**src/rtl/viterbi_pkg.sv**
```systemverilog
// Shared Viterbi constants and helpers: symbol width, start metric, parity and 2-bit distance.
package viterbi_pkg;

    localparam int unsigned SYM_W = 2;

    // Metric given to every non-zero state on start; leaves headroom above it.
    function automatic int unsigned init_metric(input int unsigned bm_w);
        return 32'd1 << (bm_w - 2);
    endfunction

    function automatic logic parity(input logic [31:0] v);
        return ^v;
    endfunction

    function automatic logic [1:0] hamming2(input logic [SYM_W-1:0] a,
                                            input logic [SYM_W-1:0] b);
        logic [SYM_W-1:0] x;
        x = a ^ b;
        return {1'b0, x[1]} + {1'b0, x[0]};
    endfunction

endpackage

```
**src/rtl/acs_array_if.sv**
```systemverilog
// Symbol-in / metrics-out handshake bundle for the ACS array.
interface acs_array_if
    import viterbi_pkg::*;
#(
    parameter int unsigned K    = 3,
    parameter int unsigned BM_W = 7
);
    localparam int unsigned NS = 1 << (K - 1);

    logic                 start;
    logic                 in_valid;
    logic                 in_ready;
    logic [SYM_W-1:0]     data_recv;
    logic                 out_valid;
    logic                 out_ready;
    logic [NS-1:0]        decisions;
    logic [NS*BM_W-1:0]   pm_out;
    logic [K-2:0]         best_state;

    modport master (
        output start, in_valid, data_recv, out_ready,
        input  in_ready, out_valid, decisions, pm_out, best_state
    );

    modport slave (
        input  start, in_valid, data_recv, out_ready,
        output in_ready, out_valid, decisions, pm_out, best_state
    );

endinterface

```
**src/rtl/acs_bfly.sv**
```systemverilog
// Add-compare-select for one trellis state: two branch distances, two sums, select, decision.
module acs_bfly
    import viterbi_pkg::*;
#(
    parameter int unsigned K     = 3,
    parameter int unsigned BM_W  = 7,
    parameter int unsigned G0    = 'o7,
    parameter int unsigned G1    = 'o5,
    parameter int unsigned State = 0
) (
    input  logic [BM_W-1:0]  pm0,
    input  logic [BM_W-1:0]  pm1,
    input  logic [SYM_W-1:0] sym,
    output logic [BM_W:0]    metric,
    output logic             dec
);
    localparam int unsigned NS    = 1 << (K - 1);
    localparam int unsigned InBit = (State >> (K - 2)) & 1;
    localparam int unsigned P0    = (State << 1) & (NS - 1);
    localparam int unsigned Reg0  = (InBit << (K - 1)) | P0;
    localparam int unsigned Reg1  = Reg0 | 1;

    localparam logic [SYM_W-1:0] Lab0 = {parity(G0 & Reg0), parity(G1 & Reg0)};
    localparam logic [SYM_W-1:0] Lab1 = {parity(G0 & Reg1), parity(G1 & Reg1)};

    logic [BM_W:0] sum0;
    logic [BM_W:0] sum1;

    always_comb begin
        sum0   = {1'b0, pm0} + (BM_W+1)'(hamming2(sym, Lab0));
        sum1   = {1'b0, pm1} + (BM_W+1)'(hamming2(sym, Lab1));
        // Strictly-smaller test so a tie keeps the even predecessor.
        dec    = sum1 < sum0;
        metric = dec ? sum1 : sum0;
    end

endmodule

```
**src/rtl/acs_array.sv**
```systemverilog
// Full-trellis ACS stage: one butterfly per state, metric registers, argmin, valid/ready.
// Define ACS_NORM_EN to rescale metrics instead of relying on saturation.
module acs_array
    import viterbi_pkg::*;
#(
    parameter int unsigned K    = 3,
    parameter int unsigned BM_W = 7,
    parameter int unsigned G0   = 'o7,
    parameter int unsigned G1   = 'o5
) (
    input  logic        clk,
    input  logic        rst,
    acs_array_if.slave  bus
);
    localparam int unsigned NS = 1 << (K - 1);
    localparam int unsigned SW = K - 1;

    localparam logic [BM_W-1:0] Init  = BM_W'(init_metric(BM_W));
    localparam logic [BM_W-1:0] PmMax = '1;
    localparam logic [BM_W:0]   Half  = (BM_W+1)'(1) << (BM_W - 1);

    logic [BM_W-1:0] pm_q   [NS];
    logic [BM_W-1:0] pm_src [NS];
    logic [BM_W-1:0] new_pm [NS];
    logic [BM_W:0]   raw    [NS];
    logic [BM_W:0]   adj    [NS];
    logic [NS-1:0]   dec_d;
    logic [NS-1:0]   decisions_q;
    logic [SW-1:0]   best_d;
    logic [SW-1:0]   best_q;
    logic [BM_W-1:0] best_val;
    logic            out_valid_q;
    logic            accept;

    assign bus.in_ready = !out_valid_q || bus.out_ready;
    assign accept       = bus.in_valid && bus.in_ready;

    // A start coinciding with a symbol runs the ACS from the start metrics.
    always_comb begin
        for (int s = 0; s < NS; s++) begin
            if (bus.start) pm_src[s] = (s == 0) ? '0 : Init;
            else           pm_src[s] = pm_q[s];
        end
    end

    for (genvar s = 0; s < NS; s++) begin : g_bfly
        localparam int unsigned P0 = (s << 1) & (NS - 1);
        acs_bfly #(
            .K     (K),
            .BM_W  (BM_W),
            .G0    (G0),
            .G1    (G1),
            .State (s)
        ) u_bfly (
            .pm0    (pm_src[P0]),
            .pm1    (pm_src[P0 + 1]),
            .sym    (bus.data_recv),
            .metric (raw[s]),
            .dec    (dec_d[s])
        );
    end

`ifdef ACS_NORM_EN
    logic all_high;
`endif

    always_comb begin
`ifdef ACS_NORM_EN
        all_high = 1'b1;
        for (int s = 0; s < NS; s++) begin
            if (raw[s] < Half) all_high = 1'b0;
        end
`endif
        for (int s = 0; s < NS; s++) begin
            adj[s] = raw[s];
`ifdef ACS_NORM_EN
            if (all_high) adj[s] = raw[s] - Half;
`endif
            new_pm[s] = (adj[s] > {1'b0, PmMax}) ? PmMax : adj[s][BM_W-1:0];
        end
        best_d   = '0;
        best_val = new_pm[0];
        for (int s = 1; s < NS; s++) begin
            if (new_pm[s] < best_val) begin
                best_val = new_pm[s];
                best_d   = SW'(s);
            end
        end
    end

    always_ff @(posedge clk or posedge rst) begin
        if (rst) begin
            for (int s = 0; s < NS; s++) pm_q[s] <= (s == 0) ? '0 : Init;
            decisions_q <= '0;
            best_q      <= '0;
            out_valid_q <= 1'b0;
        end else if (accept) begin
            for (int s = 0; s < NS; s++) pm_q[s] <= new_pm[s];
            decisions_q <= dec_d;
            best_q      <= best_d;
            out_valid_q <= 1'b1;
        end else if (bus.start) begin
            for (int s = 0; s < NS; s++) pm_q[s] <= (s == 0) ? '0 : Init;
            decisions_q <= '0;
            best_q      <= '0;
            out_valid_q <= 1'b0;
        end else if (bus.out_ready) begin
            out_valid_q <= 1'b0;
        end
    end

    for (genvar s = 0; s < NS; s++) begin : g_pack
        assign bus.pm_out[s*BM_W +: BM_W] = pm_q[s];
    end

    assign bus.decisions  = decisions_q;
    assign bus.best_state = best_q;
    assign bus.out_valid  = out_valid_q;

endmodule

```
**src/flat_wrapper.sv**
```systemverilog
// flat-port wrapper written by rule: the top's interface ports become plain ports
module acs_array_flat import viterbi_pkg::*;
#(
    parameter int unsigned K    = 3,
    parameter int unsigned BM_W = 7,
    parameter int unsigned G0   = 'o7,
    parameter int unsigned G1   = 'o5
)
  (clk, rst, bus_start, bus_in_valid, bus_data_recv, bus_out_ready, bus_in_ready, bus_out_valid, bus_decisions, bus_pm_out, bus_best_state);
  acs_array_if #(.K(K), .BM_W(BM_W)) bus_i ();
  input  logic clk;
  input  logic rst;
  input wire logic [$bits(bus_i.start)-1:0] bus_start;
  input wire logic [$bits(bus_i.in_valid)-1:0] bus_in_valid;
  input wire logic [$bits(bus_i.data_recv)-1:0] bus_data_recv;
  input wire logic [$bits(bus_i.out_ready)-1:0] bus_out_ready;
  output wire logic [$bits(bus_i.in_ready)-1:0] bus_in_ready;
  output wire logic [$bits(bus_i.out_valid)-1:0] bus_out_valid;
  output wire logic [$bits(bus_i.decisions)-1:0] bus_decisions;
  output wire logic [$bits(bus_i.pm_out)-1:0] bus_pm_out;
  output wire logic [$bits(bus_i.best_state)-1:0] bus_best_state;
  assign bus_i.start = bus_start;
  assign bus_i.in_valid = bus_in_valid;
  assign bus_i.data_recv = bus_data_recv;
  assign bus_i.out_ready = bus_out_ready;
  assign bus_in_ready = bus_i.in_ready;
  assign bus_out_valid = bus_i.out_valid;
  assign bus_decisions = bus_i.decisions;
  assign bus_pm_out = bus_i.pm_out;
  assign bus_best_state = bus_i.best_state;
  acs_array #(.K(K), .BM_W(BM_W), .G0(G0), .G1(G1)) u_core (.clk(clk), .rst(rst), .bus(bus_i));
endmodule
```
**config.mk**
```make
export PLATFORM = sky130hd
export DESIGN_NAME = acs_array_flat
export DESIGN_NICKNAME = d
export VERILOG_FILES = /design/src/rtl/viterbi_pkg.sv /design/src/rtl/acs_array_if.sv /design/src/rtl/acs_bfly.sv /design/src/rtl/acs_array.sv /design/src/flat_wrapper.sv
export SDC_FILE = /design/constraint.sdc
export NUM_CORES = 1
export LEC_CHECK = 0
export ABC_AREA = 1
export ABC_CLOCK_PERIOD_IN_PS = 6400
export BUFFER_PORTS_ARGS = -buffer_cell sky130_fd_sc_hd__buf_2
export CAP_MARGIN = 10
export CORE_ASPECT_RATIO = 1.75
export CORE_MARGIN = 8
export CORE_UTILIZATION = 36
export DETAILED_ROUTE_END_ITERATION = 8
export PLACE_DENSITY = 0.52
export SLEW_MARGIN = 20
export SYNTH_ARGS = -nofsm -noshare
export SYNTH_HDL_FRONTEND = slang
export SYNTH_SLANG_ARGS = --single-unit
```
**constraint.sdc**
```tcl
create_clock -name clk -period 6.4 [get_ports clk]
set_input_delay 1.28 -clock clk [delete_from_list [all_inputs] [get_ports clk]]
set_output_delay 1.28 -clock clk [all_outputs]
set_load 0.01 [all_outputs]
```
==> impl_metrics.py <==
metrics = {
    "clock_network": {
        "insertion_delay_ns": 0.30,
        "cts_tree": "built",
        "cts_inserted_buffers": 5,
        "clock_path_buffers": 2,
        "cts.reportedPaths.clkPinSlew_ns": 0.06,
        "h-tree-depth": 2,
        "clock-sinks": 35,
        "root_buffer": "clkbuf_16",
    },
    "sta": {
        "skew_ns": 0.00706,
        "worstMarginPinSlew_ns": 0.878,
        "relSlewSlack": 0.414,
        "rsz0062_at_grt": "yes",
        "period_needed_ns": 6.73,
        "max_freq_mhz": 149,
        "finalMaxSlewViolations": 0,
        "period_share": 1.05,
        "hold_violations": 0,
        "setup_viol": 2,
        "finalWorstSetupSlack_ns": -0.334,
    },
    "floorplanning": {
        "fp.coreArea_mm2": 0.0119,
        "die_h_um": 161,
        "rows": 53,
        "start_util": 0.365,
        "io_pins": 43,
        "die_area_mm2": 0.0159,
        "fp.dieW_um": 98.9,
    },
    "min_path": {
        "hp-class": "flop to flop",
        "min_to": "u_core.bus.decisions[3]",
        "worstHoldStart": "u_core.bus.decisions[3]",
        "hold-path-cell-count": 2,
    },
    "finish": {
        "antenna_cells": 0,
        "final_common_cell": "buf_4",
        "final_cells": 1035,
        "final_cell_mix": "buf_4 (198), nand2_1 (133), inv_1 (94), ha_1 (40), buf_2 (39)",
        "drive_gt1_frac": 0.480,
        "area_growth_pct": 68.9,
        "nNetsFinal": 968,
    },
    "placement": {
        "dp.final_hpwl_um": 13500,
        "dp_cells": 969,
        "numPortBuffers": 42,
        "gp_congestion": 0.943,
    },
    "worst_setup_path": {
        "critPathMostFrequentCell": "nand2_2",
        "worstPathRequired_ns": 6.58,
        "cp.arrival_ns": 6.92,
        "critPathLaunchType": "input pin",
        "max_stage_delay_ns": 0.41,
        "r2r_end": "u_core.bus.best_state[1]",
        "slowest_stage": "fa_2",
        "ff2ff_path_depth": 44,
        "end_kind": "flop",
        "timing.rr.start": "u_core.bus.pm_out[22]",
        "cp_max_fo": 8,
        "crit_type": "input pin to flop",
        "r2r_slack_ns": 0.54,
    },
    "routing": {
        "viasPerCell": 5.03,
        "wl_um": 17400,
        "vias": 5204,
        "initialDrtViolationCount": 151,
        "wl_per_cell_um": 16.8,
        "first_pass_iters": 4,
        "drc": 0,
        "antenna_left": 0,
    },
    "grt": {
        "antenna_found_initial": 0,
        "first_global_vias": 5514,
        "grt_pass1_wl_um": 26800,
        "gr-total-overflow": 0,
        "grt_usage": 0.217,
        "grt_max_degree": 36,
    },
    "synth": {
        "ys_warn_count": 0,
        "synth-main-ff-cell": "dfrtp_1",
        "synthArstFlopShare": 1.00,
        "synth_cells": 652,
        "synth_edf_count": 0,
        "yosys.cell_types.count": 36,
        "netlist_area_mm2": 0.00433,
        "syn_nets": 723,
        "ys_ff_latch": 35,
        "ys_seq_area_frac": 0.203,
        "postSynthAreaPerCell_um2": 6.64,
    },
    "run_status": {
        "outcome": "complete, but fails checks",
        "violations": "setup timing",
    },
    "flow_run": {
        "cap_violations": 0,
    },
}
[flip-flops by register name, indices dropped and copies added, names as in the netlist]
| register | cells |
|---|---|
| u_core.bus.pm_out | 28 |
| u_core.bus.decisions | 4 |
| u_core.bus.best_state | 2 |
| u_core.bus.out_valid | 1 |
[what timing repair did]
| action | 4_1_cts | 5_1_grt |
|---|---|---|
| hold buffers | 0 | 0 |
| resized for setup | 133 | 57 |
| buffers inserted | 48 | 12 |
| pin swaps | 71 | 47 |
| gates cloned | 1 | 0 |
| setup endpoints to repair | 2 | 2 |
[worst max path at each step]
| stage | start | to | slack [ns] | cells after the start |
|---|---|---|---|---|
| final | bus_data_recv[1] | u_core.bus.best_state[1] | -0.33 | 44 |
| after global routing | bus_data_recv[0] | u_core.bus.best_state[1] | -0.59 | 45 |
| after CTS | bus_data_recv[1] | u_core.bus.best_state[1] | -0.13 | 47 |
| after detailed placement | bus_data_recv[0] | u_core.bus.best_state[1] | -1.42 | 41 |
| after global placement | bus_data_recv[0] | u_core.bus.best_state[0] | -1.26 | 41 |
| after floorplan | bus_start | u_core.bus.best_state[1] | -0.36 | 45 |
[metrics by stage]
| step | cell area (um^2) | worst slack, ns | hold WS, ns | util | setup TNS, ns |
|---|---|---|---|---|---|
| final | 7310 | -0.334 | 0.492 | 0.616 | -0.656 |
| after global routing | 7310 | -0.591 | 0.511 | 0.616 | -1.16 |
| after CTS | 6960 | -0.135 | 0.489 | 0.587 | -0.254 |
| after detailed placement | 5880 | -1.42 | 0.466 | 0.495 | -2.84 |
| after global placement | 5880 | -1.26 | 0.470 | 0.495 | -2.52 |
| after floorplan | 4480 | -0.357 | 0.515 | - | -0.713 |
[worst max-delay path: cells and delay by family]
kind / cells / cell delay (ns)
fa+ha+maj: 7 / 1.85
simple gates: 19 / 1.36
compound gates: 8 / 1.32
buf+inv: 9 / 0.94
xor+xnor: 1 / 0.17
[Yosys cell counts, types with 2 or more instances]
library cell | number | area (um^2)
xor2_1 | 34 | 298
clkinv_1 | 2 | 7.51
inv_1 | 106 | 398
nor4_1 | 2 | 12.5
nor3_1 | 6 | 30.0
nand2_2 | 9 | 56.3
inv_2 | 5 | 18.8
nor2_1 | 56 | 210
o21ai_1 | 10 | 50.1
fa_1 | 2 | 40.0
a21oi_1 | 21 | 105
o21a_1 | 2 | 15.0
ha_1 | 62 | 776
nor2_2 | 8 | 50.1
buf_2 | 2 | 10.0
nor2_4 | 4 | 45.0
a211oi_1 | 9 | 67.6
or2_2 | 2 | 12.5
dfstp_2 | 3 | 78.8
nor3_2 | 2 | 20.0
o21ai_0 | 43 | 215
clkbuf_1 | 7 | 26.3
buf_6 | 2 | 22.5
xnor2_1 | 2 | 17.5
nand4_1 | 3 | 18.8
o211ai_1 | 5 | 37.5
o22ai_1 | 16 | 100
nand3_1 | 19 | 95.1
dfrtp_1 | 32 | 801
nand2_1 | 170 | 638
[cell type report]
| class | count | area [um^2] |
|---|---|---|
| Fill cell | 1051 | 4560 |
| Multi-Input combinational cell | 494 | 3820 |
| Timing Repair Buffer | 248 | 1830 |
| Sequential cell | 35 | 880 |
| Inverter | 113 | 449 |
| Tap cell | 137 | 171 |
| Clock buffer | 7 | 153 |
| Clock inverter | 1 | 7.51 |
[per-layer routing]
| layer | GRT usage | part of all wire | vias up | wire [um] |
|---|---|---|---|---|
| met5 | 0 | 0 | - | 0 |
| met4 | 0.192 | 0.087 | 0 | 1510 |
| met3 | 0.0198 | 0.020 | 82 | 356 |
| met2 | 0.429 | 0.56 | 113 | 9770 |
| met1 | 0.185 | 0.33 | 2441 | 5740 |
| li1 | - | - | 2568 | - |
[cell families after synthesis]
logic type / synth area share
xor+xnor: 0.0729
compound gates: 0.136
buf+inv: 0.112
fa+ha+maj: 0.188
flops: 0.203
simple gates: 0.287
Power is not shown: default switching activity piles up to over one toggle a cycle in this logic, so the estimate is an artifact.
